<file path="src/rtl/p1v_reset_ctl_if.sv">
// Reset-controller signal bundle between board-level reset logic and the p1v core.
// The board side drives the reset requests; the controller drives the core reset and status.
interface p1v_reset_ctl_if;
  logic       btn_resn;
  logic       soft_req;
  logic       inp_resn;
  logic [1:0] reset_cause;
  logic [7:0] reset_count;

  modport master (
    output btn_resn,
    output soft_req,
    input  inp_resn,
    input  reset_cause,
    input  reset_count
  );

  modport slave (
    input  btn_resn,
    input  soft_req,
    output inp_resn,
    output reset_cause,
    output reset_count
  );
endinterface

</file>
<file path="src/rtl/p1v_reset_ctl.sv">
// Core reset controller for p1v: merges power-on, debounced button and software reboot
// into a stretched active-low reset, recording the last cause and a saturating reset count.
module p1v_reset_ctl #(
  parameter int DEBOUNCE_CYCLES = 1600000,
  parameter int STRETCH_CYCLES  = 160000,
  parameter int CNT_W           = 24
) (
  input  logic            clock_160,
  input  logic            res,
  p1v_reset_ctl_if.slave  rif
);

  typedef enum logic [1:0] {
    ST_ASSERT,
    ST_RUN,
    ST_QUAL
  } state_t;

  typedef enum logic [1:0] {
    CAUSE_NONE = 2'b00,
    CAUSE_POR  = 2'b01,
    CAUSE_BTN  = 2'b10,
    CAUSE_SW   = 2'b11
  } cause_t;

  localparam logic [CNT_W-1:0] STRETCH_LAST  = CNT_W'(STRETCH_CYCLES - 1);
  localparam logic [CNT_W-1:0] DEBOUNCE_LAST = CNT_W'(DEBOUNCE_CYCLES - 1);

  logic             btn_meta;
  logic             btn_s;
  state_t           state, state_d;
  logic [CNT_W-1:0] cnt, cnt_d;
  cause_t           cause, cause_d;
  logic [7:0]       count, count_d;
  logic             bump;
  logic             inp_resn_q;

  // Both flops clear to 0 so reset cannot end until a released button has been seen.
  always_ff @(posedge clock_160) begin
    if (res) begin
      btn_meta <= 1'b0;
      btn_s    <= 1'b0;
    end else begin
      btn_meta <= rif.btn_resn;
      btn_s    <= btn_meta;
    end
  end

  // NOTE: state registers use non-blocking assignments so every flop samples pre-edge values.
  always_ff @(posedge clock_160) begin
    if (res) begin
      state      <= ST_ASSERT;
      cnt        <= '0;
      cause      <= CAUSE_POR;
      count      <= 8'd0;
      inp_resn_q <= 1'b0;
    end else begin
      state      <= state_d;
      cnt        <= cnt_d;
      cause      <= cause_d;
      count      <= count_d;
      inp_resn_q <= (state_d != ST_ASSERT);
    end
  end

  always_comb begin
    // NOTE: every output of this block gets a default first so no path infers a latch.
    state_d = state;
    cnt_d   = cnt;
    cause_d = cause;
    bump    = 1'b0;

    unique case (state)
      ST_ASSERT: begin
        if (cnt != STRETCH_LAST) begin
          cnt_d = cnt + 1'b1;
        end else if (btn_s && !rif.soft_req) begin
          state_d = ST_RUN;
        end
      end

      ST_RUN: begin
        if (rif.soft_req) begin
          state_d = ST_ASSERT;
          cnt_d   = '0;
          cause_d = CAUSE_SW;
          bump    = 1'b1;
        end else if (!btn_s) begin
          state_d = ST_QUAL;
          cnt_d   = '0;
        end
      end

      ST_QUAL: begin
        // The core keeps running while the button is being qualified.
        if (rif.soft_req) begin
          state_d = ST_ASSERT;
          cnt_d   = '0;
          cause_d = CAUSE_SW;
          bump    = 1'b1;
        end else if (btn_s) begin
          state_d = ST_RUN;
        end else if (cnt == DEBOUNCE_LAST) begin
          state_d = ST_ASSERT;
          cnt_d   = '0;
          cause_d = CAUSE_BTN;
          bump    = 1'b1;
        end else begin
          cnt_d = cnt + 1'b1;
        end
      end

      default: begin
        state_d = ST_ASSERT;
        cnt_d   = '0;
      end
    endcase

    count_d = (bump && count != 8'hFF) ? count + 8'd1 : count;
  end

  assign rif.inp_resn    = inp_resn_q;
  assign rif.reset_cause = cause;
  assign rif.reset_count = count;

endmodule

</file>
<file path="src/flat_wrapper.sv">
// flat-port wrapper written by rule: the top's interface ports become plain ports
module p1v_reset_ctl_flat 
#(
  parameter int DEBOUNCE_CYCLES = 1600000,
  parameter int STRETCH_CYCLES  = 160000,
  parameter int CNT_W           = 24
)
  (clock_160, res, rif_btn_resn, rif_soft_req, rif_inp_resn, rif_reset_cause, rif_reset_count);
  p1v_reset_ctl_if rif_i ();
  input  logic clock_160;
  input  logic res;
  input wire logic [$bits(rif_i.btn_resn)-1:0] rif_btn_resn;
  input wire logic [$bits(rif_i.soft_req)-1:0] rif_soft_req;
  output wire logic [$bits(rif_i.inp_resn)-1:0] rif_inp_resn;
  output wire logic [$bits(rif_i.reset_cause)-1:0] rif_reset_cause;
  output wire logic [$bits(rif_i.reset_count)-1:0] rif_reset_count;
  assign rif_i.btn_resn = rif_btn_resn;
  assign rif_i.soft_req = rif_soft_req;
  assign rif_inp_resn = rif_i.inp_resn;
  assign rif_reset_cause = rif_i.reset_cause;
  assign rif_reset_count = rif_i.reset_count;
  p1v_reset_ctl #(.DEBOUNCE_CYCLES(DEBOUNCE_CYCLES), .STRETCH_CYCLES(STRETCH_CYCLES), .CNT_W(CNT_W)) u_core (.clock_160(clock_160), .res(res), .rif(rif_i));
endmodule
</file>
<file path="config.mk">
export PLATFORM = sky130hd
export DESIGN_NAME = p1v_reset_ctl_flat
export DESIGN_NICKNAME = d
export VERILOG_FILES = /design/src/rtl/p1v_reset_ctl_if.sv /design/src/rtl/p1v_reset_ctl.sv /design/src/flat_wrapper.sv
export SDC_FILE = /design/constraint.sdc
export NUM_CORES = 1
export LEC_CHECK = 0
export CAP_MARGIN = 10
export CORE_MARGIN = 3
export CORE_UTILIZATION = 55
export DETAILED_ROUTE_END_ITERATION = 12
export PLACE_DENSITY = 0.75
export SYNTH_ARGS = -nofsm -noshare
export SYNTH_HDL_FRONTEND = slang
export SYNTH_SLANG_ARGS = --single-unit
</file>
<file path="constraint.sdc">
create_clock -name clock_160 -period 2.97 [get_ports clock_160]
set_input_delay 0.4455 -clock clock_160 [delete_from_list [all_inputs] [get_ports clock_160]]
set_output_delay 0.4455 -clock clock_160 [all_outputs]
set_load 0.1 [all_outputs]
</file>
# Word-level counts from Yosys, hierarchy flattened
# Cells that the tools add are included.
# op_classes
add_sub_neg	2
n_reduce_logical	8
muxes	25
n_eq_ne	10
# op_table
operator	n
$mux 24	6
$pmux 24 s3	1
$add 24x1->24 const B	1
$eq 24x21->1 const B	1
$ne 24x18->1 const B	1
$mux 2	11
$add 8x1->8 const B	1
$ne 8x8->1 const B	1
$ne 3x3->1 const B	2
$pmux 2 s3	1
$mux 1	4
$pmux 2 s2	1
$reduce_and 4->1	1
$reduce_bool 2->1	2
$ne 3x2->1 const B	1
$reduce_and 3->1	1
$eq 2x1->1 const B	1
$eq 2x2->1 const B	1
$logic_and 1x1->1	2
$logic_not 2->1	1
$ne 2x1->1 const B	1
$ne 2x2->1 const B	1
$pmux 1 s2	1
$logic_not 1->1	1
# totals
register_bits	39
output_inout_bits	11
word_cells	52
inputBits	4

# Longest topological paths before layout
# Gate-level depths: netlist of run 1.
# logic_depth
word_depth	6
depth_mapped	9
mapped_depth_nobuf	7

# Worst setup path after synthesis of run 1
# No wires, ideal clock.
# synth_timing
path_kind	flip-flop to flip-flop
startpoint	register u_core.count[3], in the netlist u_core.rif.reset_count[3]
endpoint	register u_core.count[5], in the netlist u_core.rif.reset_count[5]
t_required_ns	2.847
t_arrival_ns	2.302
path_buffers	1
setup_ns	0.123
slack_ns	0.544
stages_incl_launch_ff	7
period_less_slack_ns	2.426
cell_sequence	dfxtp_1 > and4_1 > nand4_1 > nand3_1 > buf_1 > nor4_4 > mux2_1
# synth_via
elab_chain_cells	2
# synth_rtl
element	line	rtl
start: declaration	p1v_reset_ctl.sv:34	logic [7:0] count, count_d;
start signal: assignment	p1v_reset_ctl.sv:61	count <= count_d;
branches (longest 2 deep; another with $add 8x1->8)	--	
# Several ways; the timed one is not identified.
# A chain may end at the register's enable or synchronous reset.

# Final worst setup path of run 1
# layout_timing
startpoint	register u_core.state[1]
endpoint	register u_core.cnt[13]
# layout_via
elab_chain_cells	3
# layout_rtl
element	line	rtl
start: declaration	p1v_reset_ctl.sv:31	state_t state, state_d;
start signal: assignment	p1v_reset_ctl.sv:58	state <= state_d;
$eq 2x1->1, or another cell as far along	p1v_reset_ctl.sv:73	unique case (state)
$ne 3x3->1 (no source line) or $ne 2x1->1 (tied branches)	--	
$reduce_and 3->1 (no source line)	--	
end signal: assignment	p1v_reset_ctl.sv:59	cnt <= cnt_d;
end: declaration	p1v_reset_ctl.sv:32	logic [CNT_W-1:0] cnt, cnt_d;
# Several ways; a longest one is shown, not always the timed one.

==> results of run 1 <==
## synthesized netlist by cell type, types with 2 or more instances
master    count  area, um2
dfxtp_1      39      780.8
a21oi_1      27      135.1
o31ai_1      20      150.1
nand2_1      19      71.32
or4_1        18      135.1
nor2_1       14      52.55
nand3_1      12      60.06
nand4_1       8      50.05
nor2b_1       8      50.05
clkbuf_1      7      26.28
inv_1         7      26.28
nor3_1        7      35.03
o21ai_0       7      35.03
ha_1          6      75.07
and3_1        5      31.28
buf_2         5      25.02
a31oi_1       4      25.02
nand4b_1      3      26.28
or3_1         3      18.77
xnor2_1       3      26.28
a311oi_1      2      17.52
and2_1        2      12.51
and4_1        2      17.52
and4_2        2      20.02
buf_4         2      15.01
nand2b_1      2      12.51
nand3b_1      2      15.01
nor4_1        2      12.51
nor4_4        2      42.54
o211ai_1      2      15.01
## layout make-up
cell class              instances  area, um2
fillers                       330       1316
multi-input cells             203       1355
inverters                       7      26.28
repair buffers                 18      142.6
well taps                      48      60.06
clock buffers                   6      82.58
clock inverters                 2      35.03
flip-flops and latches         39      780.7
## per-stage QoR
step / utilization (%) / setup WS [ps]
3_3_place_gp: 62.25 / 396.7
6_report: 65.35 / 347.2
3_5_place_dp: 62.25 / 316.8
5_1_grt: 65.35 / 180.5
2_1_floorplan: - / 544.4
4_1_cts: 65.35 / 373.9
## logic make-up (layout without fill, tap and decap cells)
family          after synthesis  after routing  share of synthesized area (%)
fa+ha+maj                     6              6                          3.346
xor+xnor                      3              3                          1.171
flops                        39             39                          34.80
compound gates               70             70                          20.36
buf+inv                      23             33                          4.796
mux                           2              2                          1.004
simple gates                122            122                          34.52
## power by group through the flow
stage	Sequential (mW)	Combinational (mW)	Clock, mW
CTS	0.531	0.0332	0.472
global route	0.532	0.0367	0.495
finish	0.531	0.0331	0.459
detailed placement	0.543	0.0333	0
floorplan	0.542	0.0245	0
global placement	0.543	0.0323	0
## sequential cells by signal, summed over array words and instances (netlist names)
| signal | cells |
|---|---|
| u_core.rif.inp_resn | 1 |
| u_core.rif.reset_cause | 2 |
| u_core.state | 2 |
| u_core.rif.reset_count | 8 |
| u_core.btn_s | 1 |
| u_core.cnt | 24 |
| u_core.btn_meta | 1 |
## layer usage
metal / vias to the layer above / routed length, um / track usage (%)
li1: 1037 / - / -
met1: 959 / 2516 / 29.32
met2: 31 / 2115 / 29.91
met3: 6 / 160 / 4.317
met4: 0 / 69 / 6.809
met5: - / 0 / 0
## path summary, 6_finish.rpt
path	endpoint	start	cells past startpoint	slack (ps)
worst max-delay path	u_core.cnt[13]$_SDFFE_PP0P_	u_core.state[1]$_SDFF_PP0_	6	350
worst min-delay path	u_core.btn_s$_SDFF_PP0_	u_core.btn_meta$_SDFF_PP0_	1	450
worst max register to register	u_core.cnt[13]$_SDFFE_PP0P_	u_core.state[1]$_SDFF_PP0_	6	350
worst min register to register	u_core.btn_s$_SDFF_PP0_	u_core.btn_meta$_SDFF_PP0_	1	450
==> results by group, run 1 <==
Drt
  • Vias post-DR: 2033
  • Post-route antenna net violation count: 0
  • Number of remaining DRC errors: 0
  • Total Wirelength: 4862 um
  • Drt first pass iters: 4
  • 1st-iter DRT viols: 122
  • Vias/cell: 6.294
  • Per-cell routed wire length: 15.05 um

Floorplanning
  • Io pins: 15
  • Core Rows: 22
  • Core area: 3799 um2
  • Starting Density: 59.06%
  • Die W: 69.87 um
  • Total die area: 4881 um2
  • Die Ht: 69.87 um

Critical path
  • Crit end category: register
  • CP top delay family: compound AO/OA/AOI/OAI gates
  • Worst EP required: 3110 ps
  • WS Path Type: register to register
  • CP max FO: 24
  • Cell with the largest stage delay on the worst path: o21bai_2
  • Bufs and invs on worst path: 1
  • CP startpoint kind: register
  • Slowest cell delay on critical path: 840 ps
  • Crit path cell chain: inv_1, ha_1, nor4_1, a31oi_1, o21bai_2, o211ai_1
  • Critical Path AT: 2760 ps

Global route
  • Global-route wire length before repair: 8197 um
  • Remaining Overflow, GRT: 0
  • Largest net degree at the start of global routing: 39
  • GRT Total Usage: 20.32%
  • Vias in the first global route: 1740
  • Initial antenna violation count: 0

STA
  • RSZ-0062 raised after global routing: false
  • Final Hold Slack: 447.7 ps
  • Slew @ Worst Pin: 1023 ps
  • Final slew viol count: 0
  • Clock skew: 4.064 ps
  • Count of final hold-check violations: 0
  • Final setup fails: 0
  • FMAX: 381.3 MHz
  • Setup TNS: 0 ps
  • Slew headroom: 31.74%
  • Period utilization: 88.31%
  • Fin crit period: 2623 ps

Power
  • Sequential share of power: 51.9%
  • Gate power share: 3.2%
  • Clk network pwr share: 44.9%
  • Power, Total: 1.023 mW
  • Switching share of power: 20.66%
  • PwrDens: 412.3 nW/um2
  • NetSw: 0.2114 mW
  • Pint: 0.8120 mW
  • Peak VDD IR: 0.2605 mV
  • Leakage power: 0.7921 nW

Synthesis
  • Synthesized Nets: 275
  • Mapped Area: 2243 um2
  • Synth warnings: 0
  • Syn Inst Count: 265
  • Top FF cell, synth: dfxtp_1
  • Post-synthesis async set-or-reset flop share: 0%
  • Sequential cell area fraction in the yosys report: 34.80%
  • Avg Inst Size Synth: 8.466 um2
  • Post-synth EDFFs: 0
  • #FFs+latches synth: 39
  • Netlist cell types: 53

Min path
  • Hold Crit Class: register to register

CTS
  • CTS max path bufs: 2
  • Worst skew pair latency: 290 ps
  • Clock sinks: 39
  • # hold bufs at CTS: 0
  • CTS tree: done
  • PostCTS Resize Cnt: 0
  • Cts bufs inserted: 5
  • Setup bufs post-CTS: 0
  • Htree depth: 2
  • CTS clk-pin slew, worst paths: 80 ps
  • CTS root buffer: clkbuf_8

Placement
  • Final GP Congestion: 0.8638
  • Post-Place Cells: 315
  • Detailed-placement wirelength estimate: 3327 um
  • DP Area: 2365 um2
  • IO Port Bufs: 14

Final layout
  • Most frequent cells in the layout: dfxtp_1 (39), a21oi_1 (27), o31ai_1 (20)
  • Antenna Diode Count: 0
  • Nets: 284
  • Design Area, Final: 2482 um2
  • Cell Count, Final, Fillers Out: 323
  • Area Growth Syn to Fin: 10.65%
  • Fraction of layout cells with a size suffix above 1: 13.82%
  • Commonest non-fill, non-tap cell in the layout: dfxtp_1

Flow run
  • Max Cap Violations: 0

Run status
  • Run status: complete, no violations
(Power assumes the default switching activity.)
==> run 2: changes to the inputs <==
--- a/config.mk
+++ b/config.mk
@@ -6,8 +6,9 @@
 export NUM_CORES = 1
 export LEC_CHECK = 0
 export CAP_MARGIN = 10
-export CORE_MARGIN = 3
+export CORE_MARGIN = 2
 export CORE_UTILIZATION = 55
+export CTS_BUF_LIST = sky130_fd_sc_hd__clkbuf_16
 export DETAILED_ROUTE_END_ITERATION = 12
 export PLACE_DENSITY = 0.75
 export SYNTH_ARGS = -nofsm -noshare
==> run 2 against run 1 <==
Power up 4.0%; first-iteration DRC count grew 4.9%; clock-buffer cell count is 1 lower; non-clock buffer count stayed put; global-route usage is 2.7 points higher; critical endpoint is now u_core.rif.reset_count[7]$_SDFFE_PP0P_; highest routed layer unchanged.
==> results by group, run 2 (same netlist as run 1, synthesis figures left out) <==
Run status
  • Run status: complete, no violations

Final layout
  • Fraction of layout cells with a size suffix above 1: 12.73%
  • Final Util: 63.04%
  • Commonest non-fill, non-tap cell in the layout: dfxtp_1
  • Nets: 284
  • Max reg flops: 24
  • Antenna Diode Count: 0
  • Area Growth Syn to Fin: 11.60%
  • Most frequent cells in the layout: dfxtp_1 (39), a21oi_1 (27), o31ai_1 (20)
  • Design Area, Final: 2504 um2
  • Top reg by flops: u_core.cnt
  • Fill count: 358

STA
  • Slew @ Worst Pin: 676.5 ps
  • Final Hold Slack: 454.7 ps
  • Final setup fails: 0
  • Count of final hold-check violations: 0
  • Period utilization: 79.32%
  • Final slew viol count: 0
  • Slew headroom: 54.75%
  • Clock skew: 2.362 ps
  • FMAX: 424.5 MHz
  • Setup TNS: 0 ps
  • Fin crit period: 2356 ps
  • RSZ-0062 raised after global routing: false

Floorplanning
  • Core area: 3971 um2
  • Core Rows: 23
  • Die W: 67.87 um
  • Die Ht: 67.87 um
  • Starting Density: 56.49%
  • Io pins: 15
  • Total die area: 4606 um2

Critical path
  • Worst EP required: 3180 ps
  • WS Path Type: register to register
  • Critical Path AT: 2560 ps
  • CP startpoint kind: register
  • Reg-to-reg slack, setup: 610 ps
  • Worst reg2reg path startpoint: u_core.cnt[18]$_SDFFE_PP0P_
  • CP max FO: 14
  • Worst r2r dst: u_core.rif.reset_count[7]$_SDFFE_PP0P_
  • Depth of the most critical reg-to-reg path: 5
  • Crit end category: register

Placement
  • Final GP Congestion: 0.8307
  • DP Area: 2367 um2
  • Detailed-placement wirelength estimate: 3372 um
  • IO Port Bufs: 14

Drt
  • Drt first pass iters: 4
  • Post-route antenna net violation count: 0
  • Per-cell routed wire length: 15.23 um
  • Vias/cell: 6.388
  • Number of remaining DRC errors: 0
  • Total Wirelength: 4949 um
  • Vias post-DR: 2076
  • 1st-iter DRT viols: 128

CTS
  • Clock sinks: 39
  • PostCTS Resize Cnt: 0
  • Cts bufs inserted: 5
  • CTS tree: done
  • Htree depth: 2
  • Setup bufs post-CTS: 0
  • CTS max path bufs: 2
  • CTS clk-pin slew, worst paths: 50 ps
  • CTS root buffer: clkbuf_16
  • Worst skew pair latency: 280 ps
  • # hold bufs at CTS: 0

Min path
  • Hold Crit Endpoint: u_core.btn_s$_SDFF_PP0_
  • Hold Crit Class: register to register
  • Hold path startpoint: u_core.btn_meta$_SDFF_PP0_
  • Worst Hold Depth: 1

Global route
  • Largest net degree at the start of global routing: 39
  • Vias in the first global route: 1771
  • Remaining Overflow, GRT: 0
  • Initial antenna violation count: 0
  • GRT Total Usage: 23.01%
  • Global-route wire length before repair: 8114 um

Power
  • Leakage power: 0.8010 nW
  • PwrDens: 425.0 nW/um2
  • Peak VDD IR: 0.3298 mV

Flow run
  • Max Cap Violations: 0
run 2: cell count changes in the layout (fill, tap and decap cells not counted):
cell       before  now
clkbuf_16       0    5
inv_1           7    8
clkbuf_8        6    0
clkinv_1        0    2
bufinv_16       1    0
clkinv_2        1    0
run 2: metal layers:
layer / share of wire (%) / up-vias / track usage, %
li1: - / 1037 / -
met1: 47 / 972 / 31.35
met2: 47 / 59 / 36.15
met3: 5.0 / 8 / 6.414
met4: 1.2 / 0 / 5.750
met5: 0 / - / 0
run 2: worst max-delay path by stage:
stage                                                  end                              startpoint  slack (ps)  cells after the start
finish              u_core.rif.reset_count[7]$_SDFFE_PP0P_             u_core.cnt[18]$_SDFFE_PP0P_         610                      5
global route        u_core.rif.reset_count[7]$_SDFFE_PP0P_              u_core.cnt[2]$_SDFFE_PP0P_         420                      5
CTS                 u_core.rif.reset_count[7]$_SDFFE_PP0P_              u_core.cnt[2]$_SDFFE_PP0P_         610                      5
detailed placement  u_core.rif.reset_count[4]$_SDFFE_PP0P_                            rif_soft_req         490                      6
global placement    u_core.rif.reset_count[7]$_SDFFE_PP0P_                            rif_soft_req         540                      6
floorplan           u_core.rif.reset_count[5]$_SDFFE_PP0P_  u_core.rif.reset_count[3]$_SDFFE_PP0P_         540                      6
run 2: area by class of cell:
type / count / area, um2 / share of cell area, %
flip-flops and latches: 39 / 780.7 / 31.18
multi-input cells: 203 / 1355 / 54.12
clock buffers: 5 / 125.1 / 4.998
clock inverters: 3 / 11.26 / 0.4498
inverters: 7 / 26.28 / 1.049
repair buffers: 18 / 142.6 / 5.697
well taps: 50 / 62.56 / 2.499
run 2: critical path: stages (launching register included):
cell     delay, ps
dfxtp_1        350
or4_4          530
nor3_4         300
a31oi_2        350
or4_1          590
a21oi_1        160
run 2: stage by stage:
| step | setup WS (ps) | std cells | power, mW |
|---|---|---|---|
| 2_1_floorplan | 544.4 | 265 | 0.5667 |
| 3_3_place_gp | 537.5 | 317 | 0.5773 |
| 3_5_place_dp | 486.2 | 317 | 0.5780 |
| 4_1_cts | 605.9 | 325 | 1.070 |
| 5_1_grt | 423.2 | 325 | 1.098 |
| 6_report | 614.3 | 325 | 1.064 |
run 2: power breakdown:
part	internal (mW)	total, mW	switching, mW
Combinational	0.0150	0.0353	0.0203
Sequential	0.528	0.532	0.00385
Clock	0.302	0.497	0.195
Total	0.845	1.06	0.219
==> run 3: changes to the inputs <==
--- a/config.mk
+++ b/config.mk
@@ -7,10 +7,10 @@
 export LEC_CHECK = 0
 export CAP_MARGIN = 10
 export CORE_MARGIN = 2
-export CORE_UTILIZATION = 55
+export CORE_UTILIZATION = 53
 export CTS_BUF_LIST = sky130_fd_sc_hd__clkbuf_16
 export DETAILED_ROUTE_END_ITERATION = 12
-export PLACE_DENSITY = 0.75
+export PLACE_DENSITY = 0.76
 export SYNTH_ARGS = -nofsm -noshare
 export SYNTH_HDL_FRONTEND = slang
 export SYNTH_SLANG_ARGS = --single-unit
==> constraint.sdc (replaced) <==
create_clock -name clock_160 -period 2 [get_ports clock_160]
set_input_delay 0.3 -clock clock_160 [delete_from_list [all_inputs] [get_ports clock_160]]
set_output_delay 0.3 -clock clock_160 [all_outputs]
set_load 0.1 [all_outputs]
==> run 3 against run 2 <==
The run now ends with negative setup slack left; combinational power increased to 2.7 times the previous value; flip-flop and latch count is the same; first-iteration DRC count grew 17%; critical path type unchanged.
==> results by group, run 3 (same netlist as run 1, synthesis figures left out) <==
Drt
  • 1st-iter DRT viols: 150
  • Vias post-DR: 2516
  • Drt first pass iters: 4
  • Total Wirelength: 7204 um
  • Number of remaining DRC errors: 0
  • Per-cell routed wire length: 18.71 um
  • Post-route antenna net violation count: 0
  • Vias/cell: 6.535

STA
  • Final slew viol count: 0
  • Final Hold Slack: 445.2 ps
  • Final setup fails: 10
  • Clock skew: 6.507 ps
  • Fin crit period: 2174 ps
  • Period utilization: 108.7%
  • RSZ-0062 raised after global routing: true
  • Slew headroom: 69.58%
  • FMAX: 460.0 MHz
  • Final Worst Setup Slack: -174.0 ps
  • Slew @ Worst Pin: 454.9 ps
  • Count of final hold-check violations: 0

Critical path
  • Critical Path AT: 2360 ps
  • CP max FO: 2
  • Worst EP required: 2180 ps
  • Crit end category: register
  • Cell with the largest stage delay on the worst path: or4b_2
  • Slowest cell delay on critical path: 730 ps
  • CP top delay family: simple AND/OR/NAND/NOR gates
  • WS Path Type: register to register
  • Bufs and invs on worst path: 0
  • Crit path cell chain: or4b_2, nor4_1, a311o_1, o221ai_2, a311oi_2
  • CP startpoint kind: register

CTS
  • CTS clk-pin slew, worst paths: 60 ps
  • Cts bufs inserted: 5
  • # hold bufs at CTS: 0
  • Worst skew pair latency: 290 ps
  • Htree depth: 2
  • CTS root buffer: clkbuf_16
  • CTS tree: done
  • CTS max path bufs: 2
  • Clock sinks: 39

Floorplanning
  • Total die area: 4769 um2
  • Io pins: 15
  • Die W: 69.06 um
  • Core Rows: 23
  • Die Ht: 69.06 um
  • Core area: 4029 um2
  • Starting Density: 55.68%

Power
  • Power, Total: 1.725 mW
  • PwrDens: 526.3 nW/um2
  • Leakage power: 1.167 nW
  • Peak VDD IR: 0.4258 mV

Final layout
  • Nets: 344
  • Commonest non-fill, non-tap cell in the layout: buf_4
  • Fraction of layout cells with a size suffix above 1: 42.69%
  • Area Growth Syn to Fin: 46.12%
  • Antenna Diode Count: 0
  • Most frequent cells in the layout: buf_4 (59), dfxtp_1 (28), nand2_1 (18), a21oi_1 (18), o31ai_1 (15)
  • Top reg by flops: u_core.cnt
  • Max reg flops: 24
  • Final Util: 81.37%

Run status
  • Run status: finished with violations
  • Violated checks: negative setup slack

Global route
  • Initial antenna violation count: 0
  • Vias in the first global route: 2321
  • Largest net degree at the start of global routing: 18
  • Global-route wire length before repair: 10870 um
  • GRT Total Usage: 27.53%
  • Remaining Overflow, GRT: 0

Min path
  • Hold Crit Class: register to register

Placement
  • IO Port Bufs: 14
  • Detailed-placement wirelength estimate: 3973 um
  • Final GP Congestion: 0.8343

Flow run
  • Max Cap Violations: 0
[run 3: cell count changes in the layout (fill, tap and decap cells not counted), sizes merged]
cell / previous run / this run
a31oi: 5 / 6
buf: 15 / 73
or3: 4 / 5
inv: 8 / 7
clkbuf: 5 / 6
[run 3: power by group]
part,switching [mW],internal [mW],leakage [nW],total (mW)
Combinational,0.0471,0.0474,0.767,0.0945
Clock,0.314,0.531,0.0794,0.845
Sequential,0.00484,0.781,0.321,0.786
Total,0.366,1.36,1.17,1.73
[run 3: cell type report]
type                       instances  area (um2)
clock buffer                       6       150.1
clock inverter                     2       8.758
fill                             234       750.7
inverter                           7       31.28
multi-input combinational        205        1567
sequential                        39       799.5
tap                               50       62.56
timing repair buffer              76       659.4
[run 3: path summary, 6_finish.rpt]
path	start	endpoint	slack [ps]	cells past startpoint
worst max-delay path	u_core.cnt[8]$_SDFFE_PP0P_	u_core.rif.inp_resn$_SDFF_PP0_	-170	5
worst min-delay path	u_core.btn_meta$_SDFF_PP0_	u_core.btn_s$_SDFF_PP0_	450	1
worst max register to register	u_core.cnt[8]$_SDFFE_PP0P_	u_core.rif.inp_resn$_SDFF_PP0_	-170	5
worst min register to register	u_core.btn_meta$_SDFF_PP0_	u_core.btn_s$_SDFF_PP0_	450	1
[run 3: what timing repair did]
| action | 4_1_cts | 5_1_grt |
|---|---|---|
| endpoints found under the setup margin | 30 | 36 |
| buffers inserted | 6 | 5 |
| endpoints found under the hold margin | 0 | 0 |
| pin swaps | 12 | 19 |
| gates cloned | 3 | 0 |
| gates resized for setup | 15 | 35 |
[run 3: metrics by stage]
step | cells | cell area [um2] | setup TNS [ps] | worst slack, ps
after floorplan | 265 | 2311 | -234.4 | -83.31
after global placement | 364 | 2800 | -2023 | -112.1
after detailed placement | 364 | 2800 | -2782 | -163.9
after CTS | 381 | 3095 | -586.4 | -81.05
after global routing | 385 | 3278 | -2230 | -258.8
final | 385 | 3278 | -348.5 | -174.0
[run 3: metal layers]
metal  vias to the layer above  track usage (%)  wire length (um)  share of wire, %
met5                         -                0                 0                 0
met1                      1221            35.58              2915                40
met3                        23            5.702               563               7.8
li1                       1157                -                 -                 -
met4                         0            8.715               177               2.5
met2                       115            45.94              3549                49
